<file path="src/rtl/fb_scanout_pkg.sv">
// Shared framebuffer geometry, pixel record layout and scan-out FSM encoding.
package fb_scanout_pkg;

    localparam int unsigned FB_W    = 64;
    localparam int unsigned FB_H    = 64;
    localparam int unsigned FB_AW   = 12;
    localparam int unsigned COLOR_W = 12;

    localparam int unsigned X_W   = $clog2(FB_W);
    localparam int unsigned Y_W   = $clog2(FB_H);
    localparam int unsigned PIX_W = COLOR_W + Y_W + X_W;

    localparam logic [FB_AW-1:0] LAST_ADDR = FB_AW'(FB_W * FB_H - 1);

    typedef enum logic [1:0] {
        IDLE  = 2'd0,
        SCAN  = 2'd1,
        DRAIN = 2'd2
    } state_t;

    // {y, x} concatenation is exactly the framebuffer address of the pixel
    typedef struct packed {
        logic [COLOR_W-1:0] color;
        logic [Y_W-1:0]     y;
        logic [X_W-1:0]     x;
    } pix_t;

    function automatic logic is_last_pixel(input logic [X_W-1:0] x, input logic [Y_W-1:0] y);
        return (x == X_W'(FB_W - 1)) && (y == Y_W'(FB_H - 1));
    endfunction

endpackage

</file>
<file path="src/rtl/fb_scanout_pix_fifo.sv">
// Small output buffer for scanned pixels; head entry is shown combinationally and reads as zero when empty.
module pix_fifo
    import fb_scanout_pkg::*;
#(
    parameter  int unsigned DEPTH = 2,
    parameter  int unsigned WIDTH = PIX_W,
    localparam int unsigned CW    = $clog2(DEPTH + 1),
    localparam int unsigned PW    = $clog2(DEPTH)
) (
    input  logic             clk_i,
    input  logic             rst_ni,
    input  logic             push_i,
    input  logic [WIDTH-1:0] wdata_i,
    input  logic             pop_i,
    output logic [WIDTH-1:0] rdata_o,
    output logic             valid_o,
    output logic [CW-1:0]    count_o
);

    logic [WIDTH-1:0] mem_q [DEPTH];
    logic [PW-1:0]    wr_ptr_q, wr_ptr_d;
    logic [PW-1:0]    rd_ptr_q, rd_ptr_d;
    logic [CW-1:0]    count_q, count_d;
    logic             push_ok, pop_ok;

    // Depth need not be a power of two, so pointers wrap explicitly
    function automatic logic [PW-1:0] ptr_inc(input logic [PW-1:0] p);
        return (p == PW'(DEPTH - 1)) ? '0 : p + PW'(1);
    endfunction

    assign pop_ok  = pop_i && (count_q != '0);
    assign push_ok = push_i && ((count_q != CW'(DEPTH)) || pop_ok);

    always_comb begin
        wr_ptr_d = push_ok ? ptr_inc(wr_ptr_q) : wr_ptr_q;
        rd_ptr_d = pop_ok  ? ptr_inc(rd_ptr_q) : rd_ptr_q;
        count_d  = count_q;
        unique case ({push_ok, pop_ok})
            2'b10:   count_d = count_q + CW'(1);
            2'b01:   count_d = count_q - CW'(1);
            default: count_d = count_q;
        endcase
    end

    always_ff @(posedge clk_i or negedge rst_ni) begin
        if (!rst_ni) begin
            wr_ptr_q <= '0;
            rd_ptr_q <= '0;
            count_q  <= '0;
        end else begin
            wr_ptr_q <= wr_ptr_d;
            rd_ptr_q <= rd_ptr_d;
            count_q  <= count_d;
        end
    end

    always_ff @(posedge clk_i) begin
        if (push_ok) begin
            mem_q[wr_ptr_q] <= wdata_i;
        end
    end

    assign valid_o = (count_q != '0);
    assign rdata_o = valid_o ? mem_q[rd_ptr_q] : '0;
    assign count_o = count_q;

endmodule

</file>
<file path="src/rtl/fb_scanout.sv">
// Framebuffer scan-out: raster-order reads of a 64x64 frame into a ready/valid pixel stream.
module fb_scanout
    import fb_scanout_pkg::*;
#(
    parameter int unsigned FIFO_DEPTH = 2
) (
    input  logic               clk,
    input  logic               reset,
    input  logic               start,
    output logic               FB_CEN,
    output logic               FB_WEN,
    output logic [FB_AW-1:0]   FB_A,
    input  logic [COLOR_W-1:0] FB_Q,
    output logic               pix_valid,
    input  logic               pix_ready,
    output logic [COLOR_W-1:0] pix_data,
    output logic [X_W-1:0]     pix_x,
    output logic [Y_W-1:0]     pix_y,
    output logic               sol,
    output logic               eof,
    output logic               busy,
    output logic               done
);

    localparam int unsigned CW = $clog2(FIFO_DEPTH + 1);

    state_t           state_q, state_d;
    logic [FB_AW-1:0] addr_q, addr_d;
    logic [FB_AW-1:0] rd_addr_q, rd_addr_d;
    logic             inflight_q, inflight_d;
    logic             done_q, done_d;

    logic             issue;
    logic             credit;
    logic             xfer;
    logic             last_xfer;
    logic [CW-1:0]    fifo_count;
    logic [CW:0]      occ_after;
    logic             fifo_valid;
    pix_t             push_pix;
    pix_t             head_pix;

    // Occupancy counts the slot freed by this cycle's transfer so a full-rate stream fits in two entries
    assign occ_after = (CW+1)'(fifo_count) + (CW+1)'(inflight_q) - (CW+1)'(xfer);
    assign credit    = (occ_after < (CW+1)'(FIFO_DEPTH));

    assign xfer      = fifo_valid && pix_ready;
    assign last_xfer = xfer && eof;

    always_ff @(posedge clk or negedge reset) begin
        if (!reset) begin
            state_q <= IDLE;
        end else begin
            state_q <= state_d;
        end
    end

    always_comb begin
        state_d = state_q;
        unique case (state_q)
            IDLE:    if (start && !done_q)               state_d = SCAN;
            SCAN:    if (issue && (addr_q == LAST_ADDR)) state_d = DRAIN;
            DRAIN:   if (last_xfer)                      state_d = IDLE;
            default:                                     state_d = IDLE;
        endcase
    end

    always_comb begin
        issue  = (state_q == SCAN) && credit;
        FB_CEN = !issue;
        FB_WEN = 1'b1;
        busy   = (state_q != IDLE) || done_q;
    end

    always_comb begin
        addr_d = addr_q;
        if ((state_q == IDLE) && (state_d == SCAN)) begin
            addr_d = '0;
        end else if (issue && (addr_q != LAST_ADDR)) begin
            addr_d = addr_q + FB_AW'(1);
        end
        rd_addr_d  = issue ? addr_q : rd_addr_q;
        inflight_d = issue;
        done_d     = (state_q == DRAIN) && last_xfer;
    end

    always_ff @(posedge clk or negedge reset) begin
        if (!reset) begin
            addr_q     <= '0;
            rd_addr_q  <= '0;
            inflight_q <= 1'b0;
            done_q     <= 1'b0;
        end else begin
            addr_q     <= addr_d;
            rd_addr_q  <= rd_addr_d;
            inflight_q <= inflight_d;
            done_q     <= done_d;
        end
    end

    assign push_pix = '{color: FB_Q, y: rd_addr_q[FB_AW-1:X_W], x: rd_addr_q[X_W-1:0]};

    pix_fifo #(
        .DEPTH (FIFO_DEPTH),
        .WIDTH (PIX_W)
    ) u_pix_fifo (
        .clk_i   (clk),
        .rst_ni  (reset),
        .push_i  (inflight_q),
        .wdata_i (push_pix),
        .pop_i   (xfer),
        .rdata_o (head_pix),
        .valid_o (fifo_valid),
        .count_o (fifo_count)
    );

    assign FB_A      = addr_q;
    assign pix_valid = fifo_valid;
    assign pix_data  = head_pix.color;
    assign pix_x     = head_pix.x;
    assign pix_y     = head_pix.y;
    assign sol       = fifo_valid && (head_pix.x == '0);
    assign eof       = fifo_valid && is_last_pixel(head_pix.x, head_pix.y);
    assign done      = done_q;

endmodule
</file>
<file path="config.mk">
export PLATFORM = sky130hd
export DESIGN_NAME = fb_scanout
export DESIGN_NICKNAME = d
export VERILOG_FILES = /design/src/rtl/fb_scanout_pkg.sv /design/src/rtl/fb_scanout_pix_fifo.sv /design/src/rtl/fb_scanout.sv
export SDC_FILE = /design/constraint.sdc
export NUM_CORES = 1
export LEC_CHECK = 0
export CAP_MARGIN = 20
export CORE_ASPECT_RATIO = 0.75
export CORE_MARGIN = 1.5
export CORE_UTILIZATION = 44
export DETAILED_ROUTE_END_ITERATION = 8
export GPL_TIMING_DRIVEN = 0
export HOLD_SLACK_MARGIN = 0.08
export PLACE_DENSITY = 0.69
export SLEW_MARGIN = 25
export SYNTH_ARGS = -nofsm -noshare
export SYNTH_HDL_FRONTEND = slang
export SYNTH_SLANG_ARGS = --single-unit
</file>
<file path="constraint.sdc">
create_clock -name clk -period 8.7 [get_ports clk]
set_input_delay 1.74 -clock clk [delete_from_list [all_inputs] [get_ports clk]]
set_output_delay 1.74 -clock clk [all_outputs]
set_load 0.02 [all_outputs]
</file>
# Word level (Yosys, flattened, before mapping)
# Memories as Yosys holds them, arrays and structs flattened.
# Cells that the tools add are included.
# word_totals
register_bits	32
ramBits	48
inputBits	16
out_inout_bits	43
wordCells	62
n_memories	1
# op_classes
addsub	7
magnitude_cmp	1
eq_ne	10
n_mux	12
n_reduce_logical	23
# memory_table
memory	depth	width	read_ports	rd_clocked_by_memory_dff	wr	line_no	text
u_pix_fifo.mem_q	2	24	1	0	1	fb_scanout_pix_fifo.sv:20	logic [WIDTH-1:0] mem_q [DEPTH];
# op_table
operator	n
2-to-1 mux 12 bit	2
2-to-1 mux 24 bit	1
logical AND 1 bit	13
adder 12 x 1 -> 12 bit, second input constant	1
== test 12 bit, second input constant	1
== test 6 bit, second input constant	2
inequality test 12 bit, second input constant	1
nonzero test 2 bit	4
== test 2 x 1 -> 1 bit, second input constant	3
logical NOT 6 bit	1
2-to-1 mux 2 bit	3
one-hot mux 2 bit (3 select lines)	1
== test 2 bit, second input constant	2
2-to-1 mux 1 bit	4
one-hot mux 2 bit (2 select lines)	1
adder 2 x 1 -> 3 bit	1
< comparator 3 x 2 -> 1 bit, second input constant	1
subtractor 3 x 1 -> 3 bit	1
adder 1 bit, second input constant	2
adder 2 x 1 -> 2 bit, second input constant	1
logical NOT 1 bit	2
logical NOT 2 bit	1
logical OR 1 bit	2
inequality test 2 bit, second input constant	1
subtractor 2 x 1 -> 2 bit, second input constant	1

# Longest topological paths before layout
# logic_depth
word_depth	11
ltp_mapped	13

# Modules after synthesis
# From an unflattened synthesis, not the netlist that was laid out.
# hier_totals
cells_unflattened	277
hier_area_um2	3518.4
# modules_own_cells
mod	n_inst	cells_per_inst	area_per_inst_um2	seq_area_each_um2
pix_fifo	1	125	2024.4	1541.5
fb_scanout	1	152	1493.9	700.7

# Worst setup path after synthesis
# OpenSTA, ideal clock, no wires.
# synth_timing
path_type	in2out
from	input pix_ready
to	output FB_CEN
arrival_time_ns	3.686
path_slack_ns	3.274
cell_stages	8
path_buffers	2
path_cell_list	nor2b_1 -> ha_1 -> nand2b_1 -> fa_1 -> xor2_1 -> or2_1 -> buf_2 -> buf_1
# synth_between
elab_chain_cells	5
# synth_rtl
item	line_no	text
start, declared	fb_scanout.sv:15	input logic pix_ready,
logical AND 1 bit	fb_scanout.sv:47	assign xfer = fifo_valid && pix_ready;
subtractor 3 x 1 -> 3 bit	fb_scanout.sv:44	assign occ_after = (CW+1)'(fifo_count) + (CW+1)'(inflight_q) - (CW+1)'(xfer);
< comparator 3 x 2 -> 1 bit	fb_scanout.sv:45	assign credit = (occ_after < (CW+1)'(FIFO_DEPTH));
logical AND 1 bit	fb_scanout.sv:69	issue = (state_q == SCAN) && credit;
logical NOT 1 bit	fb_scanout.sv:70	FB_CEN = !issue;
end, declared	fb_scanout.sv:10	output logic FB_CEN,
# Every way passes these cells.

# Worst setup path in the final report
# Same ends and word-level chain as after synthesis.

==> flow_metrics.env <==
export IMPL_rows=27
export IMPL_die_h_um=78.7
export IMPL_setup_viol=0
export IMPL_path_class="primary input to primary output"
export IMPL_synth_xor_area_share_pct=4.43
export IMPL_ys_top_cells_by_area="edfxtp_1 (43%), dfrtp_1 (24%), mux2i_1 (7.2%)"
export IMPL_hold_viol_final=0
export IMPL_clk_pin_slew_ps=80
export IMPL_synth_avg_cell_area_um2=12.6
export IMPL_core_area_um2=7360
export IMPL_routedWlPerCell_um=14.7
export IMPL_holdPathStages=0
export IMPL_synth_seq_area_share_pct=66.7
export IMPL_synth_main_ff_cell="edfxtp_1"
export IMPL_topRoutingLayerUsed="met4"
export IMPL_worst_setup_path_end_kind="primary output"
export IMPL_worstRegToRegCells=13
export IMPL_layout_commonest_cell="clkdlybuf4s50_1"
export IMPL_cp_startpoint="pix_ready"
export IMPL_grt_max_degree=25
export IMPL_post_route_util_pct=58.7
export IMPL_route_met2_wl_um=3010
export IMPL_period_share_pct=77.8
export IMPL_min_from="rd_addr_q[2]$_DFFE_PN0P_"
export IMPL_yosys_warnings=0
export IMPL_met1Wirelength_um=3180
export IMPL_cts_resized=0
export IMPL_post_dp_cell_area_um2=4110
export IMPL_grt_pass1_wl_um=10700
export IMPL_tritoncts="yes"
export IMPL_max_vdd_ir_drop_mv=0.129
export IMPL_die_w_um=104
export IMPL_synthesis_nets=286
export IMPL_cts_root_buf="clkbuf_8"
export IMPL_layout_common_cells="clkdlybuf4s50_1 (56), edfxtp_1 (48), nor2_1 (39), nand2_1 (39), dfrtp_1 (32)"
export IMPL_path_cells="clkdlybuf4s50_1 > nor2b_1 > ha_1 > nand2b_1 > fa_1 > xor2_1 > or2_1 > buf_2 > buf_1 > clkdlybuf4s50_1"
export IMPL_antenna_found_initial=0
export IMPL_synth_top_area_share_pct=42.9
export IMPL_vias_per_cell=4.84
export IMPL_portBuffers=57
export IMPL_p_leak_nw=1.74
export IMPL_drv_slew=0
export IMPL_ctsHtreeMaxLevel=3
export IMPL_drive_above_1_share_pct=9.38
export IMPL_crit_path_max_incr_delay_ps=680
export IMPL_setup_tns_ps=0
export IMPL_postCtsHoldBufs=0
export IMPL_synth_top_family_by_area="simple AND/OR/NAND/NOR gates"
export IMPL_cp_data_required_time_ps=6960
export IMPL_fmax_mhz=148
export IMPL_cts_buffer_depth=2
export IMPL_die_area_um2=8170
export IMPL_drt_initial_drc_count=113
export IMPL_hold_class="register to register"
export IMPL_start_kind="primary input"
export IMPL_gp_congestion=0.805
export IMPL_start_util_pct=45.6
export IMPL_num_vias=2140
export IMPL_synthSimpleGateAreaFrac_pct=15.7
export IMPL_synth_edff_count=48
export IMPL_wl_met3_um=268
export IMPL_worst_r2r_startpoint="u_pix_fifo.count_o[0]$_DFFE_PN0P_"
export IMPL_synth_compound_area_share_pct=1.30
export IMPL_post_cts_buffers=0
export IMPL_synthAdderAreaFrac_pct=1.71
export IMPL_ant_nets=0
export IMPL_first_pass_iters=4
export IMPL_multi_input_area_um2=1030
export IMPL_crit_path_max_fanout=10
export IMPL_fin_nets=356
export IMPL_ys_ff_latch=80
export IMPL_tightest_slew_ps=575
export IMPL_synthArstFlopShare_pct=40.0
export IMPL_cp_common_cell="clkdlybuf4s50_1"
export IMPL_grtUsageTotal_pct=17.3
export IMPL_drc=0
export IMPL_seq_area_um2=2240
export IMPL_clock_latency_ps=340
export IMPL_crit_slowest_cell="clkdlybuf4s50_1"
export IMPL_synth_area_leader_cell="edfxtp_1"
export IMPL_numClockSinks=80
export IMPL_diodes=0
export IMPL_powerDensity_nw_per_um2=339
export IMPL_hpwl_um=4520
export IMPL_grt_overflow_total=0
export IMPL_cts_buffers=9
export IMPL_stdcell_area_um2=4320
export IMPL_crit_arrival_ps=5030
export IMPL_slew_headroom_pct=61.7
export IMPL_grt_pass1_vias=2174
export IMPL_fin_skew_ps=6.69
export IMPL_max_cap_violations=0
export IMPL_rsz0062_at_grt="no"
export IMPL_outcome="completed"
export IMPL_netlist_instances=266
export IMPL_fill_cells=633
export IMPL_ys_types=39
export IMPL_area_delta_synth_final_pct=28.6
export IMPL_drt_wl_total_um=6510
export IMPL_io_pins=59
export IMPL_synth_area_um2=3360
export IMPL_synthMuxAreaShare_pct=7.15
export IMPL_period_minus_slack_ps=6770
synthesized netlist by cell type (all sizes together) (3+ instances only):
| cell type | count |
|---|---|
| edfxtp | 48 |
| nor2 | 42 |
| nand2 | 39 |
| dfrtp | 32 |
| mux2i | 24 |
| buf | 10 |
| nand3 | 9 |
| xor2 | 9 |
| xnor2 | 8 |
| inv | 6 |
| nand4 | 4 |
| nor4 | 4 |
| and3 | 3 |
| ha | 3 |
| nand2b | 3 |
| nor3 | 3 |
report_power, final:
group          total, mW  internal (mW)  switching (mW)
Combinational      0.650          0.272           0.379
Sequential         0.524          0.485          0.0394
Clock              0.290          0.162           0.128
Total               1.46          0.918           0.546
per-layer routing:
layer | up-vias | global-route usage, %
met4 | 0 | 5.00
met5 | - | 0
met3 | 6 | 5.81
li1 | 1061 | -
met1 | 1026 | 22.6
met2 | 47 | 27.8
cell families after synthesis:
kind of cell | Yosys count
AOI/OAI and AO/OA | 7
xor gates and xnor gates | 17
adders and majority gates | 4
buffers and inverters | 18
DFF | 80
muxes | 24
other | 1
and+or+nand+nor | 115
path summary, 6_finish.rpt:
path / slack, ps / endpoint
max in group asynchronous: 7030 / rd_addr_q[8]$_DFFE_PN0P_
setup reg to reg: 5240 / FB_A[9]$_DFFE_PN0P_
hold / removal: 490 / u_pix_fifo.mem_q[0][2]$_DFFE_PP_
min in group asynchronous: 1260 / FB_A[1]$_DFFE_PN0P_
hold reg to reg: 490 / u_pix_fifo.mem_q[0][2]$_DFFE_PP_
setup / recovery: 1930 / FB_CEN
flip-flops by register name, summed over array words and instances, names as in the netlist:
name	count
u_pix_fifo.mem_q	48
u_pix_fifo.count_o	2
u_pix_fifo.wr_ptr_q	1
done	1
state_q	2
rd_addr_q	12
u_pix_fifo.rd_ptr_q	1
FB_A	12
inflight_q	1
through the flow:
| stage | instances | setup WS, ps | power [mW] | hold slack, ps |
|---|---|---|---|---|
| after floorplan | 266 | 3270 | 0.926 | 442 |
| after global placement | 424 | 1900 | 1.17 | 452 |
| after detailed placement | 426 | 1890 | 1.19 | 470 |
| after CTS | 442 | 1870 | 1.48 | 488 |
| after global routing | 442 | 1650 | 1.55 | 504 |
| final | 442 | 1930 | 1.46 | 485 |
worst max-delay path, delay by kind of cell:
| family | cells | cell delay [ps] |
|---|---|---|
| buffers and inverters | 4 | 1750 |
| and+or+nand+nor | 3 | 690 |
| xor gates and xnor gates | 1 | 170 |
| adders and majority gates | 2 | 680 |
cell type report:
cell class,instances,area share (%)
clock buffers,11,3.04
inverters,6,0.521
clock inverters,5,1.88
multi-input cells,168,23.9
plain buffers,12,1.68
repair buffers,59,14.2
well taps,101,2.92
flip-flops and latches,80,51.9
No activity file was read; power rests on OpenSTA's default activity.
